`src/rtl/perf_pkg.sv`:
```
// Shared constants for the performance-counter bank:
// event indices and default CSR address map.
package perf_pkg;

  localparam int EVT_CYCLE     = 0;
  localparam int EVT_IFU_VALID = 1;
  localparam int EVT_IC_ACCESS = 2;
  localparam int EVT_IC_HIT    = 3;
  localparam int EVT_LSU_LOAD  = 4;
  localparam int EVT_LSU_STORE = 5;
  localparam int EVT_LSU_WAIT  = 6;
  localparam int EVT_RSVD      = 7;

  localparam logic [11:0] PERF_SEL_BASE = 12'h7D0;
  localparam logic [11:0] PERF_LO_BASE  = 12'hB00;
  localparam logic [11:0] PERF_HI_BASE  = 12'hB80;
  localparam logic [11:0] PERF_INH_ADDR = 12'h7C0;
  localparam logic [11:0] PERF_OVF_ADDR = 12'h7C1;

endpackage

```
`src/rtl/perf_counter_slice.sv`:
```
// One counter with its hi-half read shadow and sticky
// overflow flag; CSR writes take priority over counting.
module perf_counter_slice #(
  parameter int CNT_W = 64
) (
  input  logic             clk,
  input  logic             reset,
  input  logic             inc_i,
  input  logic             wr_lo_i,
  input  logic             wr_hi_i,
  input  logic             snap_i,
  input  logic             clr_i,
  input  logic [31:0]      wdata_i,
  output logic [CNT_W-1:0] cnt_o,
  output logic [CNT_W-33:0] hi_o,
  output logic             ovf_o
);

  logic [CNT_W-1:0]  cnt_q, cnt_d;
  logic [CNT_W-33:0] hi_q, hi_d;
  logic              ovf_q, ovf_d;
  logic              wrap;

  always_comb begin
    cnt_d = cnt_q;
    wrap  = 1'b0;
    if (wr_lo_i) begin
      cnt_d = {cnt_q[CNT_W-1:32], wdata_i};
    end else if (wr_hi_i) begin
      cnt_d = {wdata_i[CNT_W-33:0], cnt_q[31:0]};
    end else if (inc_i) begin
      cnt_d = cnt_q + CNT_W'(1);
      wrap  = &cnt_q;
    end
  end

  // a new wrap beats a simultaneous W1C
  assign ovf_d = wrap | (ovf_q & ~clr_i);

  always_comb begin
    hi_d = hi_q;
    if (wr_hi_i) begin
      hi_d = wdata_i[CNT_W-33:0];
    end else if (snap_i) begin
      hi_d = cnt_q[CNT_W-1:32];
    end
  end

  always_ff @(posedge clk) begin
    if (reset) begin
      cnt_q <= '0;
      hi_q  <= '0;
      ovf_q <= 1'b0;
    end else begin
      cnt_q <= cnt_d;
      hi_q  <= hi_d;
      ovf_q <= ovf_d;
    end
  end

  assign cnt_o = cnt_q;
  assign hi_o  = hi_q;
  assign ovf_o = ovf_q;

endmodule

```
`src/rtl/perf_counter_bank.sv`:
```
// CSR-mapped performance-counter bank. Define PERF_OVF_IRQ_EN
// to add the overflow interrupt-enable reg and ovf_irq.
module perf_counter_bank
  import perf_pkg::*;
#(
  parameter int          NUM_CNT  = 8,
  parameter int          CNT_W    = 64,
  parameter int          NUM_EVT  = 8,
  parameter logic [11:0] SEL_BASE = PERF_SEL_BASE,
  parameter logic [11:0] LO_BASE  = PERF_LO_BASE,
  parameter logic [11:0] HI_BASE  = PERF_HI_BASE,
  parameter logic [11:0] INH_ADDR = PERF_INH_ADDR,
  parameter logic [11:0] OVF_ADDR = PERF_OVF_ADDR
) (
  input  logic               clk,
  input  logic               reset,
  input  logic [NUM_EVT-1:0] evt,
  input  logic               csr_wen,
  input  logic [11:0]        csr_waddr,
  input  logic [31:0]        csr_wdata,
  input  logic               csr_ren,
  input  logic [11:0]        csr_raddr,
  output logic               csr_rvalid,
  output logic [31:0]        csr_rdata,
  output logic               ovf_irq
);

  localparam int SW = $clog2(NUM_EVT);

  logic [NUM_EVT-1:0] evt_q;
  logic [SW-1:0]      sel_q [NUM_CNT];
  logic [SW-1:0]      sel_d [NUM_CNT];
  logic [NUM_CNT-1:0] inh_q, inh_d;
  logic [NUM_CNT-1:0] ovf;
  logic [NUM_CNT-1:0] inc, wr_lo, wr_hi;
  logic [NUM_CNT-1:0] snap, clr;
  logic [CNT_W-1:0]   cnt [NUM_CNT];
  logic [CNT_W-33:0]  hi  [NUM_CNT];
  logic               rvalid_q;
  logic [31:0]        rdata_q, rdata_d;

  for (genvar g = 0; g < NUM_CNT; g++) begin : g_cnt
    assign inc[g]   = evt_q[sel_q[g]] & ~inh_q[g];
    assign wr_lo[g] = csr_wen
                    && csr_waddr == LO_BASE + 12'(g);
    assign wr_hi[g] = csr_wen
                    && csr_waddr == HI_BASE + 12'(g);
    assign snap[g]  = csr_ren
                    && csr_raddr == LO_BASE + 12'(g);
    assign clr[g]   = csr_wen && csr_wdata[g]
                    && csr_waddr == OVF_ADDR;

    perf_counter_slice #(
      .CNT_W (CNT_W)
    ) u_slice (
      .clk     (clk),
      .reset   (reset),
      .inc_i   (inc[g]),
      .wr_lo_i (wr_lo[g]),
      .wr_hi_i (wr_hi[g]),
      .snap_i  (snap[g]),
      .clr_i   (clr[g]),
      .wdata_i (csr_wdata),
      .cnt_o   (cnt[g]),
      .hi_o    (hi[g]),
      .ovf_o   (ovf[g])
    );
  end

  always_comb begin
    inh_d = inh_q;
    if (csr_wen && csr_waddr == INH_ADDR) begin
      inh_d = csr_wdata[NUM_CNT-1:0];
    end
    for (int i = 0; i < NUM_CNT; i++) begin
      sel_d[i] = sel_q[i];
      if (csr_wen
          && csr_waddr == SEL_BASE + 12'(i)) begin
        sel_d[i] = csr_wdata[SW-1:0];
      end
    end
  end

`ifdef PERF_OVF_IRQ_EN
  localparam logic [11:0] IE_ADDR = OVF_ADDR + 12'd1;

  logic [NUM_CNT-1:0] ie_q, ie_d;
  logic               irq_q;

  always_comb begin
    ie_d = ie_q;
    if (csr_wen && csr_waddr == IE_ADDR) begin
      ie_d = csr_wdata[NUM_CNT-1:0];
    end
  end

  always_ff @(posedge clk) begin
    if (reset) begin
      ie_q  <= '0;
      irq_q <= 1'b0;
    end else begin
      ie_q  <= ie_d;
      irq_q <= |(ovf & ie_q);
    end
  end

  assign ovf_irq = irq_q;
`else
  assign ovf_irq = 1'b0;
`endif

  // all sources are pre-edge, so a same-cycle write is not seen
  always_comb begin
    rdata_d = '0;
    unique case (1'b1)
      csr_raddr == INH_ADDR: rdata_d = 32'(inh_q);
      csr_raddr == OVF_ADDR: rdata_d = 32'(ovf);
`ifdef PERF_OVF_IRQ_EN
      csr_raddr == IE_ADDR:  rdata_d = 32'(ie_q);
`endif
      default: ;
    endcase
    for (int i = 0; i < NUM_CNT; i++) begin
      if (csr_raddr == SEL_BASE + 12'(i)) begin
        rdata_d = 32'(sel_q[i]);
      end
      if (csr_raddr == LO_BASE + 12'(i)) begin
        rdata_d = cnt[i][31:0];
      end
      if (csr_raddr == HI_BASE + 12'(i)) begin
        rdata_d = 32'(hi[i]);
      end
    end
  end

  always_ff @(posedge clk) begin
    if (reset) begin
      evt_q    <= '0;
      inh_q    <= '0;
      rvalid_q <= 1'b0;
      rdata_q  <= '0;
      for (int i = 0; i < NUM_CNT; i++) begin
        sel_q[i] <= SW'(i % NUM_EVT);
      end
    end else begin
      evt_q    <= evt;
      inh_q    <= inh_d;
      rvalid_q <= csr_ren;
      if (csr_ren) begin
        rdata_q <= rdata_d;
      end
      for (int i = 0; i < NUM_CNT; i++) begin
        sel_q[i] <= sel_d[i];
      end
    end
  end

  assign csr_rvalid = rvalid_q;
  assign csr_rdata  = rdata_q;

endmodule

```
`config.mk`:
```
export PLATFORM = sky130hd
export DESIGN_NAME = perf_counter_bank
export DESIGN_NICKNAME = d
export VERILOG_FILES = /design/src/rtl/perf_pkg.sv /design/src/rtl/perf_counter_slice.sv /design/src/rtl/perf_counter_bank.sv
export SDC_FILE = /design/constraint.sdc
export NUM_CORES = 2
export LEC_CHECK = 0
export CELL_PAD_IN_SITES_DETAIL_PLACEMENT = 0
export CELL_PAD_IN_SITES_GLOBAL_PLACEMENT = 2
export CORE_ASPECT_RATIO = 1.5
export CORE_MARGIN = 2
export CORE_UTILIZATION = 38
export DETAILED_ROUTE_END_ITERATION = 7
export GPL_ROUTABILITY_DRIVEN = 0
export GPL_TIMING_DRIVEN = 0
export PLACE_DENSITY_LB_ADDON = 0.3
export SLEW_MARGIN = 20
export SYNTH_ARGS = -nofsm -noshare
export SYNTH_HDL_FRONTEND = slang
export SYNTH_HIERARCHICAL = 1
export SYNTH_SLANG_ARGS = --single-unit
export TNS_END_PERCENT = 50
```
`constraint.sdc`:
```
create_clock -name clk -period 4.3 [get_ports clk]
set_clock_uncertainty 0.1 [all_clocks]
set_input_delay 0.43 -clock clk [delete_from_list [all_inputs] [get_ports clk]]
set_output_delay 0.43 -clock clk [all_outputs]
set_load 0.1 [all_outputs]
```
=== Yosys cells after proc, flatten, opt, wreduce, memory -nomap -nowiden ===
Memory sizes are Yosys's and may differ from the RTL's.
Cells that the tools add are included.

* $add $sub $neg: 8
* Order comparisons: 8
* Equality and inequality tests: 60
* Muxes and demuxes: 124
* Bitwise gates (word level): 56
* Reduce and logical (&&, ||, !) cells: 97

{| class="wikitable"
|+ Operator list
! cell !! count
|-
| $mux 32 || 48
|-
| $mux 64 || 16
|-
| $add 64x1->64 const B || 8
|-
| $reduce_and 64->1 || 8
|-
| $eq 12x12->1 const B || 32
|-
| $eq 12x11->1 const B || 20
|-
| $logic_and 1x1->1 || 49
|-
| $mux 3 || 16
|-
| $reduce_bool 2->1 || 24
|-
| $mux 1 || 35
|-
| $lt 3x4->1 const B || 8
|-
| $reduce_and 2->1 || 16
|-
| $bmux 1 s3 || 8
|-
| $not 1->1 || 24
|-
| $and 1x1->1 || 16
|-
| $ne 2x1->1 const B || 8
|-
| $or 1x1->1 || 16
|-
| $pmux 8 s2 || 1
|}

* Register bits: 825
* Memory bits (writable): 24
* Bits of input ports: 68
* Output and inout port bits: 34
* Word-level logic and storage cells: 390
* Memories: 1

{| class="wikitable"
|+ Memories
! memory !! words !! bits a word !! read ports !! clocked after Yosys merged registers in !! write ports !! line !! source
|-
| sel_q || 8 || 3 || 8 || 0 || 8 || perf_counter_bank.sv:31 || <nowiki>logic [SW-1:0] sel_q [NUM_CNT];</nowiki>
|}

=== Depth between registers and ports, before layout ===
* Depth after elaboration: 26
* Depth in mapped cells: 12
* Gate-level depth less buffers: 9

=== Modules after synthesis ===
Netlist, hierarchy kept.

{| class="wikitable"
|+ Modules (own cells, without submodules)
! module !! times used !! cells each !! area each (µm²) !! seq. area each (µm²)
|-
| perf_counter_slice || 8 || 740 || 5755.5 || 1941.9
|-
| perf_counter_bank || 1 || 1068 || 7968.9 || 1461.4
|}

=== Worst setup path after synthesis ===
Ideal clock, no wire load.

* Path kind: input to register
* Start: input csr_raddr[6]
* End: register g_cnt[0].u_slice.hi_q[4]
* Setup time: 0.128 ns
* Arrival: 2.969 ns
* Required time: 4.072 ns
* Slack: 1.103 ns
* Stages on the path: 12
* Path buffers: 4
* Cell sequence: or4b_4 buf_6 nor2_4 nand2_1 buf_2 nor4_1 clkbuf_1 clkbuf_1 mux2i_1 nor2_1 a21oi_1 nor2_1

* Longest elaborated chain between the ends: 3

{| class="wikitable"
|+ Ends and longest elaborated chain
! what !! line !! source
|-
| start: declaration || perf_counter_bank.sv:22 || <nowiki>input logic [11:0] csr_raddr,</nowiki>
|-
| $eq 12x12->1 || perf_counter_bank.sv:49 || <nowiki>&& csr_raddr == LO_BASE + 12'(g);</nowiki>
|-
| $logic_and 1x1->1 || perf_counter_bank.sv:49 ||
|-
| via snap[0] || perf_counter_bank.sv:36 || <nowiki>logic [NUM_CNT-1:0] snap, clr;</nowiki>
|-
| $reduce_bool 2->1 (no line) || -- ||
|-
| end signal: assignment || perf_counter_slice.sv:56 || <nowiki>hi_q <= hi_d;</nowiki>
|-
| end: declaration || perf_counter_slice.sv:20 || <nowiki>logic [CNT_W-33:0] hi_q, hi_d;</nowiki>
|}

The timed path passes the listed nets, and every way through them passes these cells.
A chain may end at the register's enable or synchronous reset.

=== Worst setup path after layout ===
* Start: input csr_raddr[1]
* End: register rdata_q[29], in the netlist csr_rdata[29]

* Longest elaborated chain between the ends: 24
* Elaborated cells between the ends (all ways): 46
* Classes of those cells: 23 x eq/ne; 23 x mux

{| class="wikitable"
|+ Ends and longest elaborated chain
! what !! line !! source
|-
| $eq 12x12->1 || perf_counter_bank.sv:127 || <nowiki>if (csr_raddr == LO_BASE + 12'(i)) begin</nowiki>
|-
| $mux 32 || perf_counter_bank.sv:127 ||
|-
| $mux 32 || perf_counter_bank.sv:130 || <nowiki>if (csr_raddr == HI_BASE + 12'(i)) begin</nowiki>
|-
| $mux 32 || perf_counter_bank.sv:124 || <nowiki>if (csr_raddr == SEL_BASE + 12'(i)) begin</nowiki>
|-
| $mux 32 || perf_counter_bank.sv:127 ||
|-
| $mux 32 || perf_counter_bank.sv:130 ||
|-
| $mux 32 || perf_counter_bank.sv:124 ||
|-
| $mux 32 || perf_counter_bank.sv:127 ||
|-
| (+8 left out) || -- ||
|-
| $mux 32 || perf_counter_bank.sv:127 ||
|-
| $mux 32 || perf_counter_bank.sv:130 ||
|-
| $mux 32 || perf_counter_bank.sv:124 ||
|-
| $mux 32 || perf_counter_bank.sv:127 ||
|-
| $mux 32 || perf_counter_bank.sv:130 ||
|-
| $mux 32 || perf_counter_bank.sv:124 ||
|-
| $mux 32 || perf_counter_bank.sv:127 ||
|-
| $mux 32 (*) || perf_counter_bank.sv:130 ||
|-
| end signal: assignment || perf_counter_bank.sv:150 || <nowiki>rdata_q <= rdata_d;</nowiki>
|-
| end: declaration || perf_counter_bank.sv:40 || <nowiki>logic [31:0] rdata_q, rdata_d;</nowiki>
|}

Every way passes the cells marked *; elsewhere a longest branch is shown, timed or not.

==> impl_metrics.csv <==
group,metric,value,unit
pwr,combPwrFrac,7.6,%
critical_path,crit_buf_inv,4,
pwr,swShare,27.39,%
pwr,p_sw,0.004997,W
status,status,"finished, violations left",
sta,worst_hold_slack,0.05959,ns
routing,drt_first_iter_violations,8212,
sta,min_period_over_period,98.64,%
synth,avgSynthCellArea,7.729,um^2
synth,syn-num-nets,7064,
synth,ys_types,89,
floorplanning,fp.dieW,311.8,um
status,violations,"design-rule violations",
min_path,hold_depth,3,
global_route,grt_max_degree,27,
sta,period_needed,4.242,ns
sta,tightest_slew,1.290,ns
floorplanning,dieArea,0.1452,mm^2
sta,slew_headroom,14.02,%
pwr,power_frac_clock,48.8,%
floorplanning,rows,169,
synth,synth_edf_count,0,
synth,syn_area,0.05401,mm^2
synth,syn-instance-count,6988,
clock_network,cts_tree,"done",
min_path,hp-class,"in2reg",
critical_path,required,4.83,ns
place,placed_area,0.05797,mm^2
global_route,grt_overflow,0,
layout,design_area,0.06137,mm^2
routing,wire_per_inst,34.14,um
clock_network,cts_made_buffers,97,
pwr,power_frac_seq,43.6,%
critical_path,cp_max_fo,10,
clock_network,clockBufferDepth,3,
synth,ys_seq_area_share,31.47,%
critical_path,critical_path.slowest_cell,"nor2_1",
global_route,antenna_found_initial,27,
sta,grt_setup_unrepaired,"true",
pwr,p_leak,19.38,nW
sta,hold_viol_final,0,
layout,area_growth,13.62,%
sta,fmax,235.8,MHz
layout,drive_gt1_share,9.137,%
synth,synth_seq_cells,849,
critical_path,path_cells,"clkdlybuf4s50_1 > clkbuf_1 > nor4b_2 > nand3_1 > buf_2 > clkbuf_1 > nor2_1 > o31ai_1 > o211ai_1 > nand3_1 > a22o_1",
critical_path,critPathKind,"in2reg",
routing,ant_nets,0,
critical_path,cp_top_family,"simple AND/OR/NAND/NOR gates",
run,max_cap_violations,0,
floorplanning,start_util,38.24,%
critical_path,ff2ff_path_depth,10,
floorplanning,die_h,465.7,um
clock_network,clk_pin_slew,0.06,ns
global_route,grt_pass1_wl,435000,um
clock_network,postCtsSetupBuffers,0,
synth,ys_async_sr_fraction,0,%
clock_network,numClockSinks,849,
floorplanning,coreArea,0.1413,mm^2
routing,dr.pass1.iters,8,
layout,utilization,43.45,%
clock_network,cts_root_buf,"clkbuf_16",
sta,slew_viol_final,0,
global_route,grt_pass1_vias,57320,
routing,drc,21,
layout,finalNetCount,7299,
critical_path,critical_path_depth,11,
synth,synthFlopType,"dfxtp_1",
pwr,p_int,0.01324,W
floorplanning,boundaryPins,102,
critical_path,endpoint_kind,"register",
critical_path,startpoint_type,"input pin",
critical_path,cp.arrival,4.77,ns
routing,routed_via_density,6.718,
sta,finalSetupViolCount,0,
routing,vias,61760,
global_route,track_usage,41.43,%
synth,yosys_warnings,6,
pwr,peakVddDrop,0.0003198,V
place,port_buffers,100,
routing,wl,313800,um
critical_path,cpPeakStageDelay,0.72,ns
pwr,power_density,297.2,mW/mm^2
clock_network,htree_levels,3,
clock_network,clock_latency,0.74,ns
place,hpwlAfterDp,230700,um
[per-layer routing]
metal / wire length (um) / track usage (%) / share of wire [%] / vias up
li1: - / - / - / 26500
met1: 108400 / 45.28 / 35 / 30000
met2: 139600 / 65.73 / 44 / 3942
met3: 30170 / 9.931 / 9.6 / 1293
met4: 35420 / 39.45 / 11 / 22
met5: 203 / 0.1318 / 0.065 / -
[registers in the layout, summed over array words and instances (netlist names)]
| name | cells |
|---|---|
| g_cnt.u_slice/hi_o | 256 |
| csr_rdata | 32 |
| g_cnt.u_slice/cnt_o | 512 |
| inh_q | 8 |
| g_cnt.u_slice/ovf_o | 8 |
| csr_rvalid | 1 |
| sel_q | 24 |
| evt_q | 8 |
[per-stage QoR]
stage / instances / setup slack (ns) / setup TNS [ns] / power, W
2_1_floorplan: 6988 / 1.103 / 0 / 0.008589
3_3_place_gp: 8969 / -1.485 / -515.48 / 0.009370
3_5_place_dp: 9001 / -1.128 / -317.94 / 0.009433
4_1_cts: 9181 / 0.03158 / 0 / 0.01823
5_1_grt: 9181 / -0.02609 / -0.04039 / 0.01859
6_report: 9193 / 0.05847 / 0 / 0.01824
[worst paths after layout]
path / slack, ns / startpoint / to
max: 0.06 / csr_raddr[1] / csr_rdata[29]
min: 0.06 / csr_wdata[18] / g_cnt[0].u_slice/cnt_o[18]
max reg2reg: 0.17 / evt_q[4] / g_cnt[7].u_slice/cnt_o[16]
min reg2reg: 0.38 / csr_rdata[17] / csr_rdata[17]
[area by class of cell]
cell class                 instances  area (um^2)
antenna                           12        30.03
multi-input combinational       5404        33990
timing repair buffer             136         1627
buffer                           578         2521
inverter                         157        589.3
clock inverter                    38        427.9
sequential                       849        17000
clock buffer                     138         2834
tap                             1881         2354
fill                           14840        79880
[layout by cell type (no fill, tap or decap), drive strengths merged, types with 18 or more instances in the layout]
master,count
nand2,521
mux2i,319
or2,29
xnor2,216
o211a,25
o21bai,18
nand3,351
nor3,267
a22o,33
and3,148
nand2b,23
and2,28
inv,153
clkinv,28
nor4,164
and4,34
nor2,874
o211ai,115
o22ai,97
dfxtp,849
a22oi,78
a222oi,28
a21oi,532
buf,229
mux2,62
a311oi,32
nand4,228
clkbuf,552
or4,74
o31ai,36
a221oi,37
o21ai,233
or3,51
a211oi,220
nor2b,95
o21a,39
clkdlybuf4s50,67
a31oi,161
[worst reg2reg max path, stage by stage (launching register included)]
cell and delay, ns:
dfxtp_1 0.55, mux4_2 0.31, mux2i_1 0.10, nor2_1 0.64, buf_2 0.39, nor2b_1 0.16
clkbuf_1 0.44, nand3_1 0.61, nor4_1 0.47, xnor2_1 0.17, a21oi_1 0.08
[Yosys cell counts (66+ instances only)]
master | count | area share [%]
a211oi_1 | 212 | 2.9
a21oi_1 | 532 | 4.9
a22oi_1 | 78 | 1.1
a31oi_1 | 161 | 1.9
and3_1 | 148 | 1.7
buf_1 | 87 | 0.60
buf_2 | 69 | 0.64
clkbuf_1 | 400 | 2.8
dfxtp_1 | 849 | 31
inv_1 | 149 | 1.0
mux2i_1 | 319 | 5.9
nand2_1 | 521 | 3.6
nand3_1 | 351 | 3.3
nand4_1 | 204 | 2.4
nor2_1 | 868 | 6.0
nor2b_1 | 95 | 1.1
nor3_1 | 222 | 2.1
nor4_1 | 81 | 0.94
nor4_2 | 72 | 1.7
o211ai_1 | 115 | 1.6
o21ai_0 | 227 | 2.1
o22ai_1 | 97 | 1.1
or4_1 | 66 | 0.92
xnor2_1 | 216 | 3.5
[logic make-up after synthesis]
logic type | Yosys count | synth area share (%)
AO/OA/AOI/OAI | 1847 | 22.60
adder cells (fa/ha/maj) | 8 | 0.1853
XOR/XNOR | 224 | 3.632
buffers and inverters | 735 | 5.689
other | 1 | 0.006943
AND/OR/NAND/NOR | 2927 | 28.55
multiplexers | 397 | 7.871
flip-flops | 849 | 31.47
[power groups by stage]
stage / clock [W] / sequential, W / combinational, W
floorplan: 0 / 0.00813 / 0.000460
global placement: 0 / 0.00813 / 0.00124
detailed placement: 0 / 0.00813 / 0.00130
CTS: 0.00897 / 0.00796 / 0.00131
global route: 0.00926 / 0.00796 / 0.00137
finish: 0.00890 / 0.00796 / 0.00138
[what timing repair did]
item                                    in CTS  in global routing
hold buffers                                 4                  0
endpoints found under the hold margin        6                  0
resized for setup                            5                 40
endpoints found under the setup margin     213                203
Note: power is estimated with default switching activity, not from simulation.
